[src/rtl/ic_dest_part_buf_pkg.sv]
// Shared nexthop field layout, flit width and helper functions for the destination partition.
// A nexthop is {partition id, fully-qualified queue id (node 4 bits + port 3 bits)}.
package ic_dest_part_buf_pkg;

  localparam int FLIT_WIDTH = 32;
  localparam int A_FQID_W   = 7;
  localparam int A_FQID_LSB = 0;
  localparam int A_PID_W    = 3;
  localparam int A_PID_LSB  = A_FQID_LSB + A_FQID_W;
  localparam int A_WIDTH    = A_PID_LSB + A_PID_W;

  function automatic int clog2(input int value);
    int result;
    result = 0;
    for (int i = 0; i < 31; i++) begin
      result = ((32'sd1 <<< i) < value) ? (i + 1) : result;
    end
    return result;
  endfunction

  function automatic logic [A_PID_W-1:0] nh_pid(input logic [A_WIDTH-1:0] nexthop);
    return nexthop[A_PID_LSB +: A_PID_W];
  endfunction

  function automatic logic [A_FQID_W-1:0] nh_fqid(input logic [A_WIDTH-1:0] nexthop);
    return nexthop[A_FQID_LSB +: A_FQID_W];
  endfunction

endpackage

[src/rtl/ic_dest_part_buf_if.sv]
// Source-side request/grant/flit bus and node-side FIFO head bus of a destination partition.
interface ic_dest_part_buf_if
  import ic_dest_part_buf_pkg::*;
#(
  parameter int NSP   = 8,
  parameter int WIDTH = FLIT_WIDTH,
  parameter int DEPTH = 4
);

  logic [NSP-1:0]           src_s1_valid;
  logic [NSP-1:0]           src_s1_valid_urgent;
  logic [NSP*A_WIDTH-1:0]   src_s1_nexthop_in;
  logic [NSP-1:0]           src_s1_part_sel;
  logic [NSP*WIDTH-1:0]     src_s2_data_in;
  logic [NSP*A_WIDTH-1:0]   src_s2_nexthop_in;
  logic                     dequeue;
  logic [WIDTH-1:0]         s3_data_out;
  logic [A_FQID_W-1:0]      s3_nexthop_out;
  logic                     s3_data_valid;
  logic [clog2(DEPTH+1)-1:0] s3_count;

  modport slave (
    input  src_s1_valid, src_s1_valid_urgent, src_s1_nexthop_in,
    input  src_s2_data_in, src_s2_nexthop_in, dequeue,
    output src_s1_part_sel, s3_data_out, s3_nexthop_out, s3_data_valid, s3_count
  );

  modport master (
    output src_s1_valid, src_s1_valid_urgent, src_s1_nexthop_in,
    output src_s2_data_in, src_s2_nexthop_in, dequeue,
    input  src_s1_part_sel, s3_data_out, s3_nexthop_out, s3_data_valid, s3_count
  );

endinterface

[src/rtl/ic_dest_part_buf_rr_select_urgent.sv]
// Two-level round-robin picker: urgent requests win over normal ones, and within the
// chosen set the first request at or after the pointer is granted.
module rr_select_urgent
  import ic_dest_part_buf_pkg::*;
#(
  parameter  int N  = 8,
  localparam int IW = clog2(N)
) (
  input  logic          clock,
  input  logic          reset,
  input  logic          i_allow,
  input  logic [N-1:0]  i_req,
  input  logic [N-1:0]  i_urg,
  output logic [N-1:0]  o_gnt,
  output logic [IW-1:0] o_idx,
  output logic          o_valid
);

  logic [IW-1:0] r_rr;
  logic [N-1:0]  w_set;
  logic [N-1:0]  w_one;

  assign w_one = {{(N-1){1'b0}}, 1'b1};

  // scan the selected set starting at the pointer, wrapping N-1 -> 0
  always_comb begin
    logic [IW:0] w_pos;
    logic        w_hit;
    w_set   = (|(i_req & i_urg)) ? (i_req & i_urg) : i_req;
    o_valid = 1'b0;
    o_idx   = '0;
    w_pos   = '0;
    w_hit   = 1'b0;
    for (int k = 0; k < N; k++) begin
      w_pos   = {1'b0, r_rr} + (IW+1)'(k);
      w_pos   = (w_pos >= (IW+1)'(N)) ? (w_pos - (IW+1)'(N)) : w_pos;
      w_hit   = i_allow && !o_valid && w_set[w_pos[IW-1:0]];
      o_idx   = w_hit ? w_pos[IW-1:0] : o_idx;
      o_valid = o_valid | w_hit;
    end
    o_gnt = o_valid ? (w_one << o_idx) : '0;
  end

  // pointer moves just past the granted source, holds otherwise
  always_ff @(posedge clock) begin
    if (reset) begin
      r_rr <= '0;
    end else if (o_valid) begin
      r_rr <= (o_idx == IW'(N-1)) ? '0 : (o_idx + IW'(1));
    end else begin
      r_rr <= r_rr;
    end
  end

endmodule

[src/rtl/ic_dest_part_buf.sv]
// Destination interconnect partition: credit-gated urgent-first arbitration over source
// partitions, one-cycle stage-2 capture, and a show-ahead output FIFO toward the node.
module ic_dest_part_buf
  import ic_dest_part_buf_pkg::*;
#(
  parameter int PID   = 0,
  parameter int NSP   = 8,
  parameter int WIDTH = FLIT_WIDTH,
  parameter int PID_W = A_PID_W,
  parameter int DEPTH = 4
) (
  input  logic                clock,
  input  logic                reset,
  input  logic                enable,
  output logic                error,
  ic_dest_part_buf_if.slave   bus
);

  localparam int SEL_W = clog2(NSP);
  localparam int PTR_W = clog2(DEPTH);
  localparam int CNT_W = clog2(DEPTH+1);
  localparam int ENT_W = WIDTH + A_FQID_W;

  logic [NSP-1:0]      w_elig;
  logic [NSP-1:0]      w_urg;
  logic                w_allow;
  logic [NSP-1:0]      w_gnt;
  logic [SEL_W-1:0]    w_gnt_idx;
  logic                w_gnt_valid;
  logic [WIDTH-1:0]    w_data_arr [NSP];
  logic [A_FQID_W-1:0] w_fqid_arr [NSP];

  logic [SEL_W-1:0]    r_sel;
  logic                r_sel_valid;
  logic [ENT_W-1:0]    r_mem [DEPTH];
  logic [PTR_W-1:0]    r_wr;
  logic [PTR_W-1:0]    r_rd;
  logic [CNT_W-1:0]    r_count;
  logic                r_error;

  logic                w_empty;
  logic                w_full;
  logic                w_pop;
  logic                w_push;
  logic                w_write;
  logic [ENT_W-1:0]    w_head;

  // per-source destination check and unpacking of the stage-2 buses
  always_comb begin
    for (int i = 0; i < NSP; i++) begin
      w_elig[i] = bus.src_s1_valid[i] &&
                  (nh_pid(bus.src_s1_nexthop_in[i*A_WIDTH +: A_WIDTH]) == PID_W'(PID));
      w_data_arr[i] = bus.src_s2_data_in[i*WIDTH +: WIDTH];
      w_fqid_arr[i] = nh_fqid(bus.src_s2_nexthop_in[i*A_WIDTH +: A_WIDTH]);
    end
    w_urg = w_elig & bus.src_s1_valid_urgent;
  end

  // a grant needs a free slot counting both stored and in-flight flits; a pop this cycle is ignored
  assign w_allow = enable && !reset &&
                   (({1'b0, r_count} + (CNT_W+1)'(r_sel_valid)) < (CNT_W+1)'(DEPTH));

  rr_select_urgent #(.N(NSP)) u_pick (
    .clock   (clock),
    .reset   (reset),
    .i_allow (w_allow),
    .i_req   (w_elig),
    .i_urg   (w_urg),
    .o_gnt   (w_gnt),
    .o_idx   (w_gnt_idx),
    .o_valid (w_gnt_valid)
  );

  assign bus.src_s1_part_sel = w_gnt;

  // stage-2 select register; an in-flight capture completes regardless of enable
  always_ff @(posedge clock) begin
    if (reset) begin
      r_sel       <= '0;
      r_sel_valid <= 1'b0;
    end else begin
      r_sel       <= w_gnt_valid ? w_gnt_idx : r_sel;
      r_sel_valid <= w_gnt_valid;
    end
  end

  assign w_empty = (r_count == CNT_W'(0));
  assign w_full  = (r_count == CNT_W'(DEPTH));
  assign w_pop   = bus.dequeue && !w_empty;
  assign w_push  = r_sel_valid;
  assign w_write = w_push && (!w_full || w_pop);

  // FIFO storage
  always_ff @(posedge clock) begin
    if (w_write) begin
      r_mem[r_wr] <= {w_fqid_arr[r_sel], w_data_arr[r_sel]};
    end
  end

  // FIFO pointers and occupancy
  always_ff @(posedge clock) begin
    if (reset) begin
      r_wr    <= '0;
      r_rd    <= '0;
      r_count <= '0;
    end else begin
      r_wr <= w_write ? (r_wr + PTR_W'(1)) : r_wr;
      r_rd <= w_pop   ? (r_rd + PTR_W'(1)) : r_rd;
      case ({w_write, w_pop})
        2'b10:   r_count <= r_count + CNT_W'(1);
        2'b01:   r_count <= r_count - CNT_W'(1);
        default: r_count <= r_count;
      endcase
    end
  end

  // sticky protocol error
  always_ff @(posedge clock) begin
    if (reset) begin
      r_error <= 1'b0;
    end else if ((bus.dequeue && w_empty) || (w_push && w_full && !w_pop)) begin
      r_error <= 1'b1;
    end else begin
      r_error <= r_error;
    end
  end

  assign w_head            = r_mem[r_rd];
  assign error             = r_error;
  assign bus.s3_data_valid = !w_empty;
  assign bus.s3_count      = r_count;
  assign bus.s3_data_out   = w_empty ? '0 : w_head[WIDTH-1:0];
  assign bus.s3_nexthop_out = w_empty ? '0 : w_head[ENT_W-1:WIDTH];

endmodule

[src/flat_wrapper.sv]
// flat-port wrapper written by rule: the top's interface ports become plain ports
module ic_dest_part_buf_flat import ic_dest_part_buf_pkg::*;
#(
  parameter int PID   = 0,
  parameter int NSP   = 8,
  parameter int WIDTH = FLIT_WIDTH,
  parameter int PID_W = A_PID_W,
  parameter int DEPTH = 4
)
  (clock, reset, enable, error, bus_src_s1_valid, bus_src_s1_valid_urgent, bus_src_s1_nexthop_in, bus_src_s2_data_in, bus_src_s2_nexthop_in, bus_dequeue, bus_src_s1_part_sel, bus_s3_data_out, bus_s3_nexthop_out, bus_s3_data_valid, bus_s3_count);
  ic_dest_part_buf_if #(.NSP(NSP), .WIDTH(WIDTH), .DEPTH(DEPTH)) bus_i ();
  input  logic clock;
  input  logic reset;
  input  logic enable;
  output logic error;
  input wire logic [$bits(bus_i.src_s1_valid)-1:0] bus_src_s1_valid;
  input wire logic [$bits(bus_i.src_s1_valid_urgent)-1:0] bus_src_s1_valid_urgent;
  input wire logic [$bits(bus_i.src_s1_nexthop_in)-1:0] bus_src_s1_nexthop_in;
  input wire logic [$bits(bus_i.src_s2_data_in)-1:0] bus_src_s2_data_in;
  input wire logic [$bits(bus_i.src_s2_nexthop_in)-1:0] bus_src_s2_nexthop_in;
  input wire logic [$bits(bus_i.dequeue)-1:0] bus_dequeue;
  output wire logic [$bits(bus_i.src_s1_part_sel)-1:0] bus_src_s1_part_sel;
  output wire logic [$bits(bus_i.s3_data_out)-1:0] bus_s3_data_out;
  output wire logic [$bits(bus_i.s3_nexthop_out)-1:0] bus_s3_nexthop_out;
  output wire logic [$bits(bus_i.s3_data_valid)-1:0] bus_s3_data_valid;
  output wire logic [$bits(bus_i.s3_count)-1:0] bus_s3_count;
  assign bus_i.src_s1_valid = bus_src_s1_valid;
  assign bus_i.src_s1_valid_urgent = bus_src_s1_valid_urgent;
  assign bus_i.src_s1_nexthop_in = bus_src_s1_nexthop_in;
  assign bus_i.src_s2_data_in = bus_src_s2_data_in;
  assign bus_i.src_s2_nexthop_in = bus_src_s2_nexthop_in;
  assign bus_i.dequeue = bus_dequeue;
  assign bus_src_s1_part_sel = bus_i.src_s1_part_sel;
  assign bus_s3_data_out = bus_i.s3_data_out;
  assign bus_s3_nexthop_out = bus_i.s3_nexthop_out;
  assign bus_s3_data_valid = bus_i.s3_data_valid;
  assign bus_s3_count = bus_i.s3_count;
  ic_dest_part_buf #(.PID(PID), .NSP(NSP), .WIDTH(WIDTH), .PID_W(PID_W), .DEPTH(DEPTH)) u_core (.clock(clock), .reset(reset), .enable(enable), .error(error), .bus(bus_i));
endmodule
[config.mk]
export PLATFORM = sky130hd
export DESIGN_NAME = ic_dest_part_buf_flat
export DESIGN_NICKNAME = d
export VERILOG_FILES = /design/src/rtl/ic_dest_part_buf_pkg.sv /design/src/rtl/ic_dest_part_buf_if.sv /design/src/rtl/ic_dest_part_buf_rr_select_urgent.sv /design/src/rtl/ic_dest_part_buf.sv /design/src/flat_wrapper.sv
export SDC_FILE = /design/constraint.sdc
export NUM_CORES = 1
export LEC_CHECK = 0
export CAP_MARGIN = 20
export CORE_AREA = 5 5 189 191
export CTS_BUF_LIST = sky130_fd_sc_hd__clkbuf_4 sky130_fd_sc_hd__clkbuf_8 sky130_fd_sc_hd__clkbuf_16
export CTS_CLUSTER_SIZE = 8
export DETAILED_ROUTE_END_ITERATION = 8
export DIE_AREA = 0 0 194 196
export SLEW_MARGIN = 20
export SYNTH_ARGS = -nofsm -noshare
export SYNTH_HDL_FRONTEND = slang
export SYNTH_SLANG_ARGS = --single-unit
export TNS_END_PERCENT = 30
[constraint.sdc]
create_clock -name clock -period 6.1 [get_ports clock]
set_input_delay 0.61 -clock clock [delete_from_list [all_inputs] [get_ports clock]]
set_output_delay 0.61 -clock clock [all_outputs]
set_load 0.01 [all_outputs]
## After elaboration in Yosys (flattened, before gate mapping)

Memories as Yosys holds them, arrays and structs flattened. A register that Yosys moved wholly into a read port is not among the register bits.
Cells that the tools add are included.

- Bits in registers: 15
- Memory bits (writable): 156
- Memories kept: 1
- Bits of input ports: 436
- Word-level logic and storage cells: 164
- Output and inout port bits: 52

- Bitwise logic cells: 10
- Multiplexer cells: 48
- Add/sub/neg operators: 21
- Equal/unequal tests: 4
- Shifts and indexed selects: 1
- Order comparisons: 18
- Reduce and logical (&&, ||, !) cells: 54

Memory list:

| name | words | width | rd ports | clocked after memory_dff | write ports | RTL line | source |
|---|---|---|---|---|---|---|---|
| u_core.r_mem | 4 | 39 | 1 | 1 | 1 | ic_dest_part_buf.sv:35 | `logic [ENT_W-1:0] r_mem [DEPTH];` |

Operators by type and width:

| operator | number |
|---|---|
| 32-bit binary-select mux with 3-bit select | 1 |
| 32-bit 2-to-1 mux | 3 |
| 3-bit 2-to-1 mux | 17 |
| 4-bit greater-or-equal comparator, second input constant | 8 |
| 3-bit by 4-bit < comparator with 1-bit output, second input constant | 8 |
| 1-bit logical AND | 30 |
| 3-bit zero test | 9 |
| 3-bit by 1-bit subtractor with 3-bit output, second input constant | 9 |
| 1-bit binary-select mux with 3-bit select | 8 |
| 7-bit binary-select mux with 3-bit select | 1 |
| 7-bit 2-to-1 mux | 3 |
| 3-bit by 3-bit adder with 4-bit output, second input constant | 4 |
| 8-bit bitwise AND | 2 |
| 8-bit 2-to-1 mux | 2 |
| 1-bit zero test | 11 |
| 1-bit 2-to-1 mux | 10 |
| 3-bit by 2-bit adder with 4-bit output, second input constant | 2 |
| 8-bit OR reduction | 1 |
| 1-bit by 3-bit left shift with 8-bit output, first input constant | 1 |
| 1-bit bitwise OR | 7 |
| 3-bit by 1-bit adder with 3-bit output, second input constant | 2 |
| 3-bit == test, second input constant | 2 |
| 3-bit one-hot mux with 2 select lines | 1 |
| 2-bit by 1-bit adder with 2-bit output, second input constant | 2 |
| 10 further kinds | 12 |

## Longest topological paths before layout

Gate-level depths: netlist of run 1.

- Depth in word-level cells: 39
- Depth in mapped cells: 20
- Depth with buffers taken out: 17

## By module

Synthesis of run 1 repeated with hierarchy kept, for this count alone.

- Cell total of the unflattened synthesis: 707
- Area total of the unflattened synthesis: 10695.3 um^2

By module, submodules not included:

| module | seq. area each (um^2) | cells an instance | area each (um^2) | instances |
|---|---|---|---|---|
| ic_dest_part_buf | 4964.8 | 486 | 9072.5 | 1 |
| rr_select_urgent | 60.1 | 221 | 1622.8 | 1 |

## Worst setup path after synthesis of run 1

No wires, ideal clock.

- Path type: register to output
- Start point: reg u_core.u_pick.r_rr[0]
- End point: out bus_src_s1_part_sel[3]
- Stages on the path, launching flop included: 19
- Buffers on the path: 4
- Required time: 5490 ps
- Slack: 1631 ps
- Arrival: 3859 ps
- Cell sequence: dfxtp_1 clkbuf_1 inv_1 clkbuf_1 ha_1 clkbuf_1 clkbuf_1 mux2i_1 o21ai_0 o211ai_1 a32oi_1 a22oi_2 o21ai_0 a211oi_1 o21ai_0 inv_1 ha_1 inv_1 nor3_1

- Word-level cells in the longest chain between the ends: 35
- Elaborated cells between the ends (all ways): 86
- Classes of those cells: add/sub: 15; order compare: 8; shift: 1; mux: 33; bitwise: 7; reduce/logical: 22

RTL lines:

| what | RTL line | source |
|---|---|---|
| start: declaration | ic_dest_part_buf_rr_select_urgent.sv:19 | `logic [IW-1:0] r_rr;` |
| start signal: assignment | ic_dest_part_buf_rr_select_urgent.sv:49 | `r_rr <= (o_idx == IW'(N-1)) ? '0 : (o_idx + IW'(1));` |
| start signal: assignment | ic_dest_part_buf_rr_select_urgent.sv:51 | `r_rr <= r_rr;` |
| parallel branches: the longest is 32 deep, another holds 3-bit by 1-bit adder with 4-bit output | -- |  |
| 3-bit 2-to-1 mux * | ic_dest_part_buf_rr_select_urgent.sv:38 | `o_idx = w_hit ? w_pos[IW-1:0] : o_idx;` |
| via u_core.u_pick.o_idx[0] | ic_dest_part_buf_rr_select_urgent.sv:15 | `output logic [IW-1:0] o_idx,` |
| 1-bit by 3-bit left shift with 8-bit output * | ic_dest_part_buf_rr_select_urgent.sv:41 | `o_gnt = o_valid ? (w_one << o_idx) : '0;` |
| 8-bit 2-to-1 mux * | ic_dest_part_buf_rr_select_urgent.sv:41 |  |
| end: declaration | flat_wrapper.sv:22 | `output wire logic [$bits(bus_i.src_s1_part_sel)-1:0] bus_src_s1_part_sel;` |

Mark *: on every way through the listed nets, which the timed path passes. The select of a mux whose other input is x is not followed.

## Final worst setup path of run 1

- Start point: in bus_src_s1_nexthop_in[38]
- End point: out bus_src_s1_part_sel[7]

- Word-level cells in the longest chain between the ends: 39
- Elaborated cells between the ends (all ways): 61
- Classes of those cells: shift: 1; mux: 26; bitwise: 9; reduce/logical: 25

RTL lines:

| what | RTL line | source |
|---|---|---|
| start: declaration | flat_wrapper.sv:18 | `input wire logic [$bits(bus_i.src_s1_nexthop_in)-1:0] bus_src_s1_nexthop_in;` |
| 3-bit zero test * | ic_dest_part_buf.sv:52 | `(nh_pid(bus.src_s1_nexthop_in[i*A_WIDTH +: A_WIDTH]) == PID_W'(PID));` |
| 1-bit logical AND * | ic_dest_part_buf.sv:51 | `w_elig[i] = bus.src_s1_valid[i] &&` |
| 8-bit bitwise AND | ic_dest_part_buf.sv:56 | `w_urg = w_elig & bus.src_s1_valid_urgent;` |
| 8-bit bitwise AND | ic_dest_part_buf_rr_select_urgent.sv:29 | `w_set = (\|(i_req & i_urg)) ? (i_req & i_urg) : i_req;` |
| 8-bit OR reduction | ic_dest_part_buf_rr_select_urgent.sv:29 |  |
| 8-bit 2-to-1 mux * | ic_dest_part_buf_rr_select_urgent.sv:29 |  |
| 1-bit binary-select mux with 3-bit select | ic_dest_part_buf_rr_select_urgent.sv:37 | `w_hit = i_allow && !o_valid && w_set[w_pos[IW-1:0]];` |
| 1-bit 2-to-1 mux (not written as such) | ic_dest_part_buf_rr_select_urgent.sv:37 |  |
| [... 22 more ...] | -- |  |
| 1-bit logical AND (2 in series) | ic_dest_part_buf_rr_select_urgent.sv:37 |  |
| 1-bit bitwise OR | ic_dest_part_buf_rr_select_urgent.sv:39 | `o_valid = o_valid \| w_hit;` |
| 1-bit zero test | ic_dest_part_buf_rr_select_urgent.sv:37 |  |
| 1-bit logical AND (2 in series) | ic_dest_part_buf_rr_select_urgent.sv:37 |  |
| 3-bit 2-to-1 mux * | ic_dest_part_buf_rr_select_urgent.sv:38 |  |
| via u_core.u_pick.o_idx[0] | ic_dest_part_buf_rr_select_urgent.sv:15 |  |
| 1-bit by 3-bit left shift with 8-bit output * | ic_dest_part_buf_rr_select_urgent.sv:41 |  |
| 8-bit 2-to-1 mux * | ic_dest_part_buf_rr_select_urgent.sv:41 |  |

The timed path passes the listed nets; every way through them passes the cells marked *. The select of a mux whose other input is x is not followed.

==> metrics.txt, run 1 <==
core area=33,900 µm²; Slew Viols, Final=0; H-Tree Depth=4; post-route design area=15,600 µm²; Post-Syn Area=10,400 µm²; status=complete, no violations; CTS tree=done; CP delay by family, top=compound AO/OA/AOI/OAI gates; Root Driver=clkbuf_16; Mapped Nets=1,126; Fill cells=2,994; wire length per cell=22.0 µm; post-placement cell count=1,514; # clock sinks=173; synth top area cells=edfxtp_1 (45%), mux4_2 (26%), mux2_2 (4.3%); area grow syn2layout=49.9%; WP data arrival=4.97 ns; fraction of layout cells with a size suffix above 1=0.220; Crit Path Class=in2out; worst-case vdd ir drop=0.177 mV; post-synthesis sequential area ratio=0.483; DRC errors left=0; Synth cell types=70; RSZ-0062 raised after global routing=no; HP Class=reg2reg; Boundary Pins=488; pwr dens=380 nW/µm²; final worst-path cycle share=0.915; fmax=179 MHz; first-pass GRT wire length=51,200 µm; vias in the first global route=8,478; post-place setup slack=0.420 ns; endpoints failing setup=0; CP Cell Sequence=clkdlybuf4s50_1, or4b_2, o21ai_0, a211oi_1, a311oi_1, and2_1, o21ai_0, a21o_1, o21ai_0, inv_1, ha_1, buf_4, and2_1, clkdlybuf4s50_1; setup TNS=0 ns; Die Span Y=196 µm; non-filler cells, final=1,543; routability cong.=0.928; CTS Hold Bufs=0; port bufs=407; FF+latch count, synth=173; Layout Nets=1,526; DIE AREA=38,000 µm²; cell taking the most area after synthesis=edfxtp_1; Reg clk slew, reported paths=0.07 ns; initial antenna violation count=0; Async SR Flop Fraction=0; Pwr Total=5.92 mW; Antenna Nets Post-Route=0; Post CTS Setup Buffer Count=0; Routed Wire Length=34,000 µm; main flop type after synthesis=edfxtp_1; Req. time, crit path=5.49 ns; Syn. warnings=0; Worst setup EP type=primary output; antenna cells=0; DR iter-0 viols=369; CP max stage delay=0.70 ns; Skew-Pair Late Insertion Delay=0.42 ns; clock period minus worst slack=5.58 ns; Synth Instances=678; EDFF count, synth=156; clock skew=0.0119 ns; Cell Area, Placed=15,000 µm²; measured slew at the worst slew-check pin=0.915 ns; critical path's slowest cell=or4b_2; initial core utilization=0.306; post-synth top area share=0.450; largest net degree at the start of global routing=46; CTS buffer count=17; max-cap violation count=0; Avg Vias per Cell=5.03; CP bufs+invs=4; Setup WS post-layout=0.517 ns; Clock Path Buffers=2; relative slew slack=0.390; Lkg Pwr=5.00 nW; cts repair resizes=0; Worst setup SP type=primary input; Hold Vio Cnt, Final=0; total global-route track usage=0.174; vias=7,769; DRT Pass-1 Iters=4; Mean Syn Cell Area=15.3 µm²; CP dominant cell by count=o21ai_0; Max Fanout on Critical Path=5; row count=68; die width=194 µm; DP Wirelength=25,900 µm; grt ovf=0
==> sequential cells by signal, indices dropped and copies added (netlist names), named ones only <==
register / flops
u_core.u_pick.r_rr: 3
u_core.r_mem: 156
u_core.error: 1
u_core.r_sel_valid: 1
u_core.r_rd: 2
u_core.bus.s3_count: 3
u_core.r_sel: 3
u_core.r_wr: 2
==> report_power, final <==
part / switching (mW) / leakage [nW] / internal (mW)
registers: 0.250 / 1.56 / 1.73
clock network: 0.436 / 0.269 / 0.607
logic: 1.33 / 3.17 / 1.57
==> metal layers <==
layer	track usage	wire, µm	up-vias
li1	-	-	3595
met1	0.228	14200	3876
met2	0.301	17600	266
met3	0.0340	1640	32
met4	0.0414	516	0
met5	0	0	-
==> final timing paths <==
check	startpoint	to	slack (ns)	depth (start not counted)
hold reg to reg	u_core.error	u_core.error	0.50	2
setup reg to reg	u_core.u_pick.r_rr[1]	u_core.u_pick.r_rr[2]	1.87	16
setup / recovery	bus_src_s1_nexthop_in[38]	bus_src_s1_part_sel[7]	0.52	14
hold / removal	u_core.error	u_core.error	0.50	2
==> cell families (layout without fill, tap and decap cells) <==
family                     count (synthesis)  after routing  synth area share
and+or+nand+nor                          162            162            0.0911
buffers and inverters                     62            472            0.0235
xor gates and xnor gates                   7              7           0.00589
muxes                                    167            167             0.312
AOI/OAI and AO/OA                         95             95            0.0692
DFF                                      173            173             0.483
adders and majority gates                 12             12            0.0152
==> cell type report <==
class / instances / area (µm²) / area share
multi-input cells: 443 / 5140 / 0.330
clock inverters: 10 / 120 / 0.00770
inverters: 15 / 56.3 / 0.00361
repair buffers: 428 / 4230 / 0.271
flip-flops and latches: 173 / 5040 / 0.323
clock buffers: 19 / 440 / 0.0282
well taps: 455 / 569 / 0.0365
==> cells in the mapped netlist, types with 7 or more instances <==
cell type / number
edfxtp_1: 156
mux4_2: 122
and2_1: 52
mux2_2: 40
clkbuf_1: 33
nand2_1: 32
nor2_1: 31
a21oi_1: 18
dfxtp_1: 17
inv_1: 14
o21ai_0: 13
buf_1: 12
ha_1: 11
a21o_1: 7
o211ai_1: 7
==> layout by cell type (no fill, tap or decap), types with 4 or more instances in the layout <==
| cell type | count |
|---|---|
| nor2_1 | 31 |
| dfxtp_1 | 12 |
| o32a_1 | 4 |
| a21o_1 | 7 |
| clkdlybuf4s50_1 | 407 |
| xor2_1 | 4 |
| o211ai_1 | 7 |
| a32oi_1 | 4 |
| nand2_1 | 32 |
| nand3_1 | 6 |
| mux4_2 | 122 |
| and2_2 | 4 |
| a211oi_1 | 5 |
| a21oi_1 | 18 |
| buf_4 | 21 |
| nor3_1 | 4 |
| or4b_2 | 4 |
| o21ai_0 | 13 |
| nand2b_1 | 4 |
| nor2b_1 | 4 |
| inv_1 | 14 |
| edfxtp_1 | 156 |
| mux2i_1 | 5 |
| clkbuf_16 | 17 |
| nor4b_2 | 4 |
| ha_1 | 11 |
| mux2_2 | 40 |
| and2_1 | 48 |
==> stage by stage <==
step	utilization	hold WS (ns)
global route	0.459	0.540
detailed placement	0.443	0.480
finish	0.459	0.500
CTS	0.459	0.495
global placement	0.443	0.467
floorplan	-	0.485
==> worst register-to-register path, stage by stage, from the launching register on <==
cell and delay [ns]:
dfxtp_1 0.33, clkinv_1 0.11, ha_1 0.82, mux2i_1 0.26, o21ai_0 0.20, a21oi_1 0.18
o21ai_0 0.21, a22oi_2 0.24, o21ai_0 0.15, a211oi_1 0.23, o21ai_0 0.21, inv_1 0.16
ha_1 0.22, inv_1 0.09, or4_1 0.53, o31ai_1 0.09, a311o_1 0.14
Power figures use the tool's default switching activity.
==> run 2: changes to the inputs <==
CORE_AREA = 2 2 191 193   (was 5 5 189 191)
DIE_AREA = 0 0 193 195   (was 0 0 194 196)
==> metrics.txt, run 2 (synthesized netlist as in run 1, its figures left out) <==
fraction of layout cells with a size suffix above 1=0.225; worst-case vdd ir drop=0.213 mV; RSZ-0062 raised after global routing=no; port bufs=407; Avg Vias per Cell=5.07; Worst R2R End=u_core.u_pick.r_rr[2]; CTS buffer count=17; setup TNS=0 ns; max-cap violation count=0; gr busiest metal=met2; vias in the first global route=8,338; grt ovf=0; Slew Viols, Final=0; status=complete, no violations; Max Fanout on Critical Path=9; Boundary Pins=488; most common cell after layout, fill and taps aside=clkdlybuf4s50_1; measured slew at the worst slew-check pin=0.904 ns; critical path's slowest cell=clkdlybuf4s50_1; CP max stage delay=0.57 ns; WP data arrival=5.08 ns; Psw=2.08 mW; area grow syn2layout=50.6%; largest net degree at the start of global routing=80; H-Tree Depth=4; met2 Use GR=0.309; Worst setup SP type=primary input; Die Span Y=195 µm; Fin Hold WS=0.514 ns; post-place setup slack=0.402 ns; Reg clk slew, reported paths=0.07 ns; Root Driver=clkbuf_16; fmax=176 MHz; initial antenna violation count=3; clock network power share=0.184; most frequent cells in the layout=clkdlybuf4s50_1 (407), edfxtp_1 (156), mux4_2 (122); R2R setup slack=1.87 ns; Internal=3.89 mW; Skew-Pair Late Insertion Delay=0.43 ns; Layout Nets=1,527; Clock Path Buffers=2; # clock sinks=173; met1 Usage GRT=0.226; R2R cell count=18; total global-route track usage=0.176; Routed Wire Length=33,800 µm; CP Cell Sequence=clkdlybuf4s50_1, nor4b_1, nand2_1, and4_1, a21oi_1, o32ai_1, mux4_2, a21oi_4, buf_4, o211ai_2, nor3_1, a21oi_1, inv_1, ha_1, inv_1, nor3_1, clkdlybuf4s50_1; Combinational Power Share=0.495; row count=69; CP Launch Point=bus_src_s1_nexthop_in[68]; post-placement cell count=1,521; pwr dens=381 nW/µm²; HP Class=reg2reg; max reg flops=156; critical path endpoint=bus_src_s1_part_sel[3]; Crit Path Class=in2out; Sw Ratio=0.349; Lkg Pwr=5.03 nW; Antenna Nets Post-Route=0; relative slew slack=0.397; endpoints failing setup=0; clock skew=0.0152 ns; clock period minus worst slack=5.69 ns; Req. time, crit path=5.49 ns; final worst-path cycle share=0.932; Hold Path Depth=2; non-filler cells, final=1,553; DIE AREA=37,600 µm²; CTS tree=done; Setup WS post-layout=0.413 ns; Sequential Power Share=0.321; Reg with most FFs=u_core.r_mem; DP Wirelength=24,900 µm; core area=35,400 µm²; Worst setup EP type=primary output; DR iter-0 viols=451; Fill cells=3,241; r2r startpoint=u_core.u_pick.r_rr[1]; routability cong.=0.915; initial core utilization=0.294; CTS Hold Bufs=0; Hold Vio Cnt, Final=0; first-pass GRT wire length=49,500 µm; grt met3 use=0.0293; wire length per cell=21.7 µm; cts repair resizes=0; die width=193 µm; DRT Pass-1 Iters=5; DRC errors left=0; Post CTS Setup Buffer Count=0; vias=7,878
==> run 2: power groups by stage <==
stage | sequential (mW) | clock [mW] | combinational (mW)
2_1_floorplan | 1.80 | 0 | 1.87
3_3_place_gp | 1.95 | 0 | 2.99
3_5_place_dp | 1.96 | 0 | 3.02
4_1_cts | 1.93 | 1.13 | 3.03
5_1_grt | 1.96 | 1.17 | 3.21
6_report | 1.92 | 1.10 | 2.96
==> run 2: cell type report <==
type	instances	area (µm²)	area share
Antenna cell	1	2.50	0.000160
Clock buffer	17	425	0.0272
Clock inverter	14	179	0.0114
Inverter	15	56.3	0.00360
Multi-Input combinational cell	443	5140	0.328
Sequential cell	173	5040	0.322
Tap cell	461	577	0.0368
Timing Repair Buffer	429	4240	0.271
==> run 2: critical path, delay by kind of cell <==
kind | cells | cell delay (ns)
simple gates | 5 | 1.31
fa+ha+maj | 1 | 0.21
buf+inv | 5 | 1.37
mux | 1 | 0.55
compound gates | 5 | 1.00
==> run 2: metal layers <==
metal,share of wire,vias to the layer above,wire (µm)
li1,-,3607,-
met1,0.41,3985,13900
met2,0.52,252,17600
met3,0.055,30,1860
met4,0.012,4,416
met5,0.00089,-,30
==> run 2: worst min-delay path by stage <==
stage	startpoint	to	slack (ns)
global placement	u_core.error	u_core.error	0.49
finish	u_core.error	u_core.error	0.51
floorplan	u_core.r_rd[1]	flip-flop	0.48
CTS	u_core.error	u_core.error	0.51
global route	u_core.r_sel[2]	u_core.r_sel[2]	0.54
detailed placement	u_core.error	u_core.error	0.47
==> run 2: through the flow <==
stage          cell area (µm²)  power, mW   util
2_1_floorplan            10400       3.67      -
3_3_place_gp             15100       4.94  0.425
3_5_place_dp             15100       4.98  0.425
4_1_cts                  15700       6.09  0.442
5_1_grt                  15700       6.34  0.442
6_report                 15700       5.97  0.442
==> run 3: changes to the inputs <==
CAP_MARGIN = default   (was 20)
CORE_AREA = 4 4 188 190   (was 2 2 191 193)
DIE_AREA = 0 0 192 194   (was 0 0 193 195)
==> metrics.txt, run 3 (synthesized netlist as in run 1, its figures left out) <==
Worst setup EP type=primary output; endpoints failing setup=0; worst-case vdd ir drop=0.246 mV; Root Driver=clkbuf_16; area grow syn2layout=50.0%; vias in the first global route=8,399; setup TNS=0 ns; Worst setup SP type=primary input; cts repair resizes=0; vias=7,811; post-route design area=15,600 µm²; status=complete, no violations; most frequent cells in the layout=clkdlybuf4s50_1 (407), edfxtp_1 (156), mux4_2 (122); Antenna Nets Post-Route=0; total global-route track usage=0.175; RSZ-0062 raised after global routing=no; CTS tree=done; Pwr Total=5.92 mW; core area=33,400 µm²; Setup WS post-layout=0.379 ns; DRC errors left=0; CTS Hold Bufs=0; WP data arrival=5.11 ns; max-cap violation count=0; Hold Vio Cnt, Final=0; port bufs=407; HP Class=reg2reg; clock skew=0.0110 ns; Skew-Pair Late Insertion Delay=0.42 ns; initial core utilization=0.311; Crit Path Class=in2out; measured slew at the worst slew-check pin=0.948 ns; H-Tree Depth=4; clock period minus worst slack=5.72 ns; row count=67; Avg Vias per Cell=5.08; most common cell after layout, fill and taps aside=clkdlybuf4s50_1; largest net degree at the start of global routing=54; relative slew slack=0.368; routability cong.=0.815; initial antenna violation count=0; Boundary Pins=488; R2R cell count=17; Layout Nets=1,525; Cell Area, Placed=15,000 µm²; die width=192 µm; DR iter-0 viols=400; grt ovf=0; Max Fanout on Critical Path=9; DRT Pass-1 Iters=4; wire length per cell=21.5 µm; DIE AREA=37,200 µm²; CTS buffer count=17; Reg clk slew, reported paths=0.06 ns; Fill cells=2,988; Die Span Y=194 µm; DP Wirelength=24,900 µm; Req. time, crit path=5.49 ns; max reg flops=156; fraction of layout cells with a size suffix above 1=0.221; # clock sinks=173; Hold Path Depth=2; first-pass GRT wire length=50,400 µm; post-place setup slack=0.312 ns; Clock Path Buffers=2; Post CTS Setup Buffer Count=0; pwr dens=379 nW/µm²; Reg with most FFs=u_core.r_mem; fmax=175 MHz; Lkg Pwr=5.01 nW; Routed Wire Length=33,000 µm; Slew Viols, Final=0; final worst-path cycle share=0.938
-- run 3: changes by cell type in the layout (fill, tap and decap cells not counted), moves of 2 or more --
cell      previous run  this run
inv_6                2         5
clkinv_8             4         0
inv_8                3         1
clkinv_1             1         3
-- run 3: power by group --
| part | internal [mW] | switching [mW] | leakage, nW |
|---|---|---|---|
| logic | 1.56 | 1.31 | 3.17 |
| clock network | 0.616 | 0.459 | 0.283 |
| registers | 1.73 | 0.246 | 1.56 |
| total | 3.90 | 2.02 | 5.01 |
-- run 3: area by class of cell --
cell class                 count  area (µm²)  share of cell area
multi-input combinational    443        5140               0.329
sequential                   173        5040               0.323
timing repair buffer         427        4220               0.271
tap                          448         561              0.0359
clock buffer                  18         433              0.0277
clock inverter                14         155             0.00994
inverter                      15        56.3             0.00361
antenna                        1        2.50            0.000160
-- run 3: through the flow --
stage	util	hold slack [ns]	instances
floorplan	-	0.485	678
global placement	0.449	0.472	1506
detailed placement	0.449	0.475	1506
CTS	0.467	0.495	1538
global route	0.467	0.542	1538
finish	0.467	0.484	1539
-- run 3: critical path, stage by stage --
cell and delay (ns):
clkdlybuf4s50_1 0.41, nor4b_1 0.47, nand2_1 0.16, and4_1 0.31
a21o_1 0.23, a32o_1 0.29, mux4_2 0.53, a21oi_4 0.30
o21ai_0 0.16, a211oi_1 0.22, o21ai_0 0.21, inv_1 0.17
ha_1 0.18, inv_1 0.08, nor3_1 0.18, clkdlybuf4s50_1 0.58
-- run 3: worst paths after layout --
path | from | endpoint | slack, ns
hold reg to reg | u_core.error | u_core.error | 0.48
setup / recovery | bus_src_s1_nexthop_in[68] | bus_src_s1_part_sel[3] | 0.38
setup reg to reg | u_core.u_pick.r_rr[1] | u_core.u_pick.r_rr[2] | 1.79
hold / removal | u_core.error | u_core.error | 0.48
-- run 3: layer usage --
metal / wire length, µm / track usage / part of all wire
met3: 1880 / 0.0342 / 0.057
met4: 262 / 0.0283 / 0.0079
met2: 17300 / 0.312 / 0.52
met5: 0 / 0 / 0
met1: 13500 / 0.224 / 0.41
